### src/rtl/enc_pipe_param.sv
// ARX block-encryption pipeline, one round per stage; ENC_CTRL_BYPASS_EN passes ctrl!=0 beats through unmodified.
// Latency NUM_ROUNDS cycles plus one per stall cycle; a stalled output freezes every stage and drops in_rdy.
module enc_pipe_param #(
    parameter int WORD_W     = 16,
    parameter int NUM_ROUNDS = 8,
    parameter int CTRL_W     = 8,
    localparam int DATA_W    = 4 * WORD_W,
    localparam int KEY_W     = 5 * WORD_W
) (
    input  logic              clk,
    input  logic              reset_n,
    input  logic [DATA_W-1:0] in_data,
    input  logic [CTRL_W-1:0] in_ctrl,
    input  logic              in_wr,
    output logic              in_rdy,
    input  logic [KEY_W-1:0]  key,
    input  logic              key_wr,
    output logic              key_rej,
    output logic [DATA_W-1:0] out_data,
    output logic [CTRL_W-1:0] out_ctrl,
    output logic              out_wr,
    input  logic              out_rdy,
    output logic              busy
);

    typedef struct packed {
        logic [CTRL_W-1:0] ctrl;
        logic [DATA_W-1:0] dat;
    } beat_t;

    function automatic logic [WORD_W-1:0] rotl(input logic [WORD_W-1:0] x, input int n);
        return (x << n) | (x >> (WORD_W - n));
    endfunction

    function automatic logic [DATA_W-1:0] enc_round(input logic [DATA_W-1:0] d,
                                                    input logic [WORD_W-1:0] rk);
        logic [WORD_W-1:0] a, b, c, e;
        a = d[4*WORD_W-1 -: WORD_W] + rk;
        b = d[3*WORD_W-1 -: WORD_W] ^ rotl(a, 3);
        c = d[2*WORD_W-1 -: WORD_W] + b;
        e = d[WORD_W-1:0] ^ rotl(c, 5);
        return {b, c, e, a};
    endfunction

    logic [NUM_ROUNDS-1:0] vld_q;
    logic [NUM_ROUNDS-1:0] vld_d;
    beat_t                 stg_q   [NUM_ROUNDS];
    beat_t                 stg_d   [NUM_ROUNDS];
    beat_t                 stg_src [NUM_ROUNDS];
    logic [WORD_W-1:0]     rk      [NUM_ROUNDS];
    logic [KEY_W-1:0]      key_q;
    logic                  key_rej_q;
    logic                  advance;
    logic                  accept;

    assign advance = !vld_q[NUM_ROUNDS-1] || out_rdy;
    assign accept  = in_wr && advance;

    // Stage r consumes the input port (r==0) or the register of stage r-1.
    always_comb begin
        stg_src[0].ctrl = in_ctrl;
        stg_src[0].dat  = in_data;
        vld_d[0]        = in_wr;
        for (int r = 1; r < NUM_ROUNDS; r++) begin
            stg_src[r] = stg_q[r-1];
            vld_d[r]   = vld_q[r-1];
        end
    end

    always_comb begin
        for (int r = 0; r < NUM_ROUNDS; r++) begin
            rk[r]         = key_q[(r % 5) * WORD_W +: WORD_W] ^ WORD_W'(r);
            stg_d[r].ctrl = stg_src[r].ctrl;
            stg_d[r].dat  = enc_round(stg_src[r].dat, rk[r]);
`ifdef ENC_CTRL_BYPASS_EN
            if (stg_src[r].ctrl != '0) begin
                stg_d[r].dat = stg_src[r].dat;
            end
`endif
        end
    end

    // Key may only change with the pipe empty and no beat entering, so every beat sees one key.
    always_ff @(posedge clk or negedge reset_n) begin
        if (!reset_n) begin
            vld_q     <= '0;
            key_q     <= '0;
            key_rej_q <= 1'b0;
            for (int r = 0; r < NUM_ROUNDS; r++) begin
                stg_q[r] <= '0;
            end
        end else begin
            key_rej_q <= key_wr && (busy || accept);
            if (key_wr && !busy && !accept) begin
                key_q <= key;
            end
            if (advance) begin
                vld_q <= vld_d;
                for (int r = 0; r < NUM_ROUNDS; r++) begin
                    stg_q[r] <= stg_d[r];
                end
            end
        end
    end

    assign in_rdy   = advance;
    assign out_wr   = vld_q[NUM_ROUNDS-1];
    assign out_data = stg_q[NUM_ROUNDS-1].dat;
    assign out_ctrl = stg_q[NUM_ROUNDS-1].ctrl;
    assign busy     = |vld_q;
    assign key_rej  = key_rej_q;

endmodule
### config.mk
export PLATFORM = sky130hd
export DESIGN_NAME = enc_pipe_param
export DESIGN_NICKNAME = d
export VERILOG_FILES = /design/src/rtl/enc_pipe_param.sv
export SDC_FILE = /design/constraint.sdc
export NUM_CORES = 2
export LEC_CHECK = 0
export CAP_MARGIN = 20
export CORE_UTILIZATION = 50
export CTS_CLUSTER_DIAMETER = 150
export DETAILED_ROUTE_END_ITERATION = 7
export GPL_TIMING_DRIVEN = 0
export PLACE_DENSITY = 0.77
export SETUP_SLACK_MARGIN = 0.02
export SLEW_MARGIN = 10
export SYNTH_ARGS = -nofsm -noshare
export SYNTH_HDL_FRONTEND = slang
export SYNTH_SLANG_ARGS = --single-unit
### constraint.sdc
create_clock -name clk -period 5.1 [get_ports clk]
set_clock_uncertainty 0.05 [all_clocks]
set_input_delay 1.275 -clock clk [delete_from_list [all_inputs] [get_ports clk]]
set_output_delay 1.275 -clock clk [all_outputs]
set_load 0.01 [all_outputs]
# After elaboration in Yosys (flattened, before gate mapping)
# Cells that the tools add are included.
# word_totals
word_cells	84
out_inout_bits	76
ff_bits	665
in_bits	157
# op_classes
bitwise_logic	39
reduce_logical	10
addsub	16
# op_table
cell	count
$add 16x16->16	16
$xor 16x16->16	16
$or 16x3->16	8
$or 16x5->16	8
$reduce_or 8->1	1
$not 2->2	3
$logic_and 1x1->1	4
$logic_not 1->1	3
$not 1->1	3
$not 3->3	1
$logic_or 1x1->1	2

# Logic depth before layout (Yosys ltp)
# depth
word_depth	7
mapped_depth	23
depth_no_buf	23

# Least setup slack after synthesis
# Ideal clock, no wire load.
# synth_timing
path_type	input to register
start	in in_data[48]
end	reg stg_q[523] (netlist name)
setup_slack_ps	-283
setup_ps	83
t_required_ps	4967
n_path_buf	0
t_arrival_ps	5250
stages	21
path_cell_list	ha_1 -> fa_1 -> a211o_1 -> a21oi_1 -> o31a_1 -> o21bai_1 -> a211oi_1 -> o21bai_1 -> xor2_1 -> xor2_1 -> inv_1 -> fa_1 -> nor2b_1 -> o21a_1 -> o21ai_0 -> a211oi_1 -> nor3_1 -> o31ai_1 -> a21oi_1 -> xor3_1 -> o21ai_0
# synth_rtl
element	line	text
start, declared	12	input logic [DATA_W-1:0] in_data,
end signal, assigned by index	100	stg_q[r] <= stg_d[r];
end, declared	47	beat_t stg_q [NUM_ROUNDS];

==> summary.md <==
| Metric | Value |
|---|---|
| Most used flip-flop cell after synthesis | `dfrtp_1` |
| Fillers | `6,219` |
| Final nets | `4,921` |
| Initial antenna violation count | `6` |
| Setup ws final | `-0.280 ns` |
| Slew headroom | `0.223` |
| Die extent in y | `278 um` |
| Wire per inst | `23.1 um` |
| Largest net degree at the start of global routing | `112` |
| Core ar. | `74,800 um^2` |
| Worst hold path class | `register to register` |
| IO Port Bufs | `232` |
| Top cells by area, synth | `dfrtp_1 (44%), nand2_1 (9.8%), ha_1 (7.9%)` |
| Mapped Cells | `4,103` |
| Post-synth ARST share | `1.00` |
| Grt ovf | `0` |
| WS Path Type | `primary input to register` |
| Clock Pin Slew Worst Setup and Hold Paths | `0.06 ns` |
| WP data required | `5.55 ns` |
| Clk sinks | `665` |
| Hold_buf cts | `0` |
| Worst Setup Start Kind | `primary input` |
| CP Capture Type | `register` |
| Unrepaired setup endpoints after global routing | `yes` |
| Clock latency on the worst-skew pair | `0.64 ns` |
| Vias in the first global route | `30,900` |
| Post-synthesis sequential area ratio | `0.438` |
| Routed WL | `128,000 um` |
| DR vias | `31,800` |
| Post-DP HPWL | `99,300 um` |
| # DRC | `0` |
| Synth Warn # | `0` |
| Failing checks | `setup timing` |
| First-pass GRT wire length | `187,000 um` |
| Ports | `233` |
| Status | `complete, but fails checks` |
| Post-synth top area cell | `dfrtp_1` |
| Final hold viol count | `0` |
| Row count | `100` |
| Worst endpoint data arrival time | `5.83 ns` |
| Root Buffer | `clkbuf_16` |
| FMAX | `186 MHz` |
| Initial drt markers | `3,042` |
| Setup-failing EPs final | `12` |
| H-Tree Depth | `3` |
| Synthesized cell area | `38,000 um^2` |
| Crit-path max FO | `2` |
| Initial DRT Pass Iterations | `6` |
| CTS tree | `done` |
| Netlist cell types | `77` |
| CTS Buf Count | `73` |
| Yosys reg bits | `665` |
| Via density | `5.74` |
| Number of diodes | `0` |
| Layout cells sized above 1 | `0.143` |
| Final min period | `5.38 ns` |
| Most frequent cells in the layout | `nand2_1 (990), dfrtp_1 (655), nor2_1 (373)` |
| Average size of a mapped cell | `9.26 um^2` |
| Post-DRT Antenna Nets | `0` |
| Placer congestion estimate | `1.04` |
| Die W | `278 um` |
| Post-synth EDFFs | `0` |
| Most common cell after layout, fill and taps aside | `nand2_1` |
| Syn Nets | `4,516` |
| Final Core Density | `0.616` |
| Synth top area share | `0.438` |
| GRT Total Usage | `0.327` |
| Initial Util | `0.508` |
| Area grow syn2layout | `21.3%` |
| Bufs on Longest Clock Path | `3` |
| Final period util | `1.05` |
| Slew at the pin closest to its max-slew limit | `1.17 ns` |
| Max-Cap Viols | `0` |
| Max-slew violations | `0` |
| Area of the die | `77,100 um^2` |
## per-layer routing
metal | global-route usage | vias to the layer above | routed length, um
met3 | 0.0635 | 493 | 10700
li1 | - | 14400 | -
met1 | 0.404 | 15300 | 48700
met4 | 0.202 | 6 | 9570
met2 | 0.529 | 1570 | 58800
met5 | 0 | - | 41
## kinds of logic (layout without fill, tap and decap cells)
logic type,count (synthesis),in the layout,synth area share
AND/OR/NAND/NOR,1601,1601,0.171
flip-flops,665,665,0.438
AO/OA/AOI/OAI,664,664,0.108
XOR/XNOR,477,477,0.120
buffers and inverters,314,773,0.0381
adder cells (fa/ha/maj),256,256,0.0874
multiplexers,126,126,0.0374
## repair_timing
action	in CTS	in global routing
endpoints found under the setup margin	94	97
pin swaps	61	110
resized for setup	109	131
setup buffers	36	59
## synth_stat cells, drive strengths merged (9+ instances only)
master and n:
nor2 378, nand2b 24, fa 16, xnor3 19
a211o 9, and3 17, nand3 42, clkbuf 127
buf 86, o21a 35, a21oi 200, o21ai 223
or3 24, ha 240, xor2 172, nor2b 26
a31oi 26, a21o 45, nor3 64, nor4 9
o211ai 18, mux2 126, xnor2 278, inv 101
nand2 991, dfrtp 665, a211oi 21, o31ai 12
o21bai 17
## registers in the layout (all words and copies together), names as in the netlist
| name | count |
|---|---|
| key_q | 80 |
| key_rej | 1 |
| out_ctrl | 8 |
| out_data | 64 |
| stg_d | 56 |
| stg_q | 448 |
| vld_q | 8 |
## critical path: stages
cell and delay (ns):
buf_6 0.10, ha_4 0.15, fa_2 0.42, a211o_1 0.35, a21oi_4 0.18, o31a_1 0.18, o21bai_1 0.08, a211oi_2 0.23
o21bai_1 0.14, xor2_2 0.35, xor2_2 0.21, buf_4 0.16, inv_2 0.04, fa_2 0.36, nor2b_2 0.11, o21a_1 0.16
o21ai_2 0.11, a211oi_2 0.27, nor3_2 0.11, o31ai_2 0.30, a21oi_2 0.12, buf_4 0.16, xor2_2 0.16, o21ai_1 0.08
## path summary, 6_finish.rpt
check	start	slack [ns]	endpoint	cells after the start
worst min-delay path	out_ctrl[6]$_DFFE_PN0N_	0.41	out_ctrl[6]$_DFFE_PN0N_	2
max in group asynchronous	reset_n	2.97	key_q[58]$_DFFE_PN0P_	3
min in group asynchronous	reset_n	0.52	out_data[35]$_DFFE_PN0N_	1
worst max register to register	key_q[0]$_DFFE_PN0P_	-0.08	stg_q[550]$_DFFE_PN0N_	24
worst max-delay path	in_data[48]	-0.28	stg_q[550]$_DFFE_PN0N_	24
worst min register to register	out_ctrl[6]$_DFFE_PN0N_	0.41	out_ctrl[6]$_DFFE_PN0N_	2
## layout make-up
cell class / instances / area [um^2] / share of cell area
Multi-Input combinational cell: 3124 / 21000 / 0.456
Sequential cell: 665 / 16700 / 0.361
Timing Repair Buffer: 332 / 3220 / 0.0698
Clock buffer: 102 / 2160 / 0.0468
Tap cell: 969 / 1210 / 0.0263
Buffer: 211 / 1070 / 0.0233
Clock inverter: 27 / 383 / 0.00830
Inverter: 101 / 382 / 0.00827
## metrics by stage
step	instances	area, um^2	TNS, ns	worst slack (ns)	hold slack (ns)
floorplan	4103	38000	-0.0201	-0.0122	0.389
global placement	5304	41600	-	-26.79	0.399
detailed placement	5310	41700	-53.06	-1.82	0.405
CTS	5473	45000	-0.514	-0.212	0.418
global route	5531	46100	-4.52	-0.442	0.436
finish	5531	46100	-1.30	-0.280	0.413
Power is not shown: default switching activity piles up to over one toggle a cycle in this logic, so the estimate is an artifact.
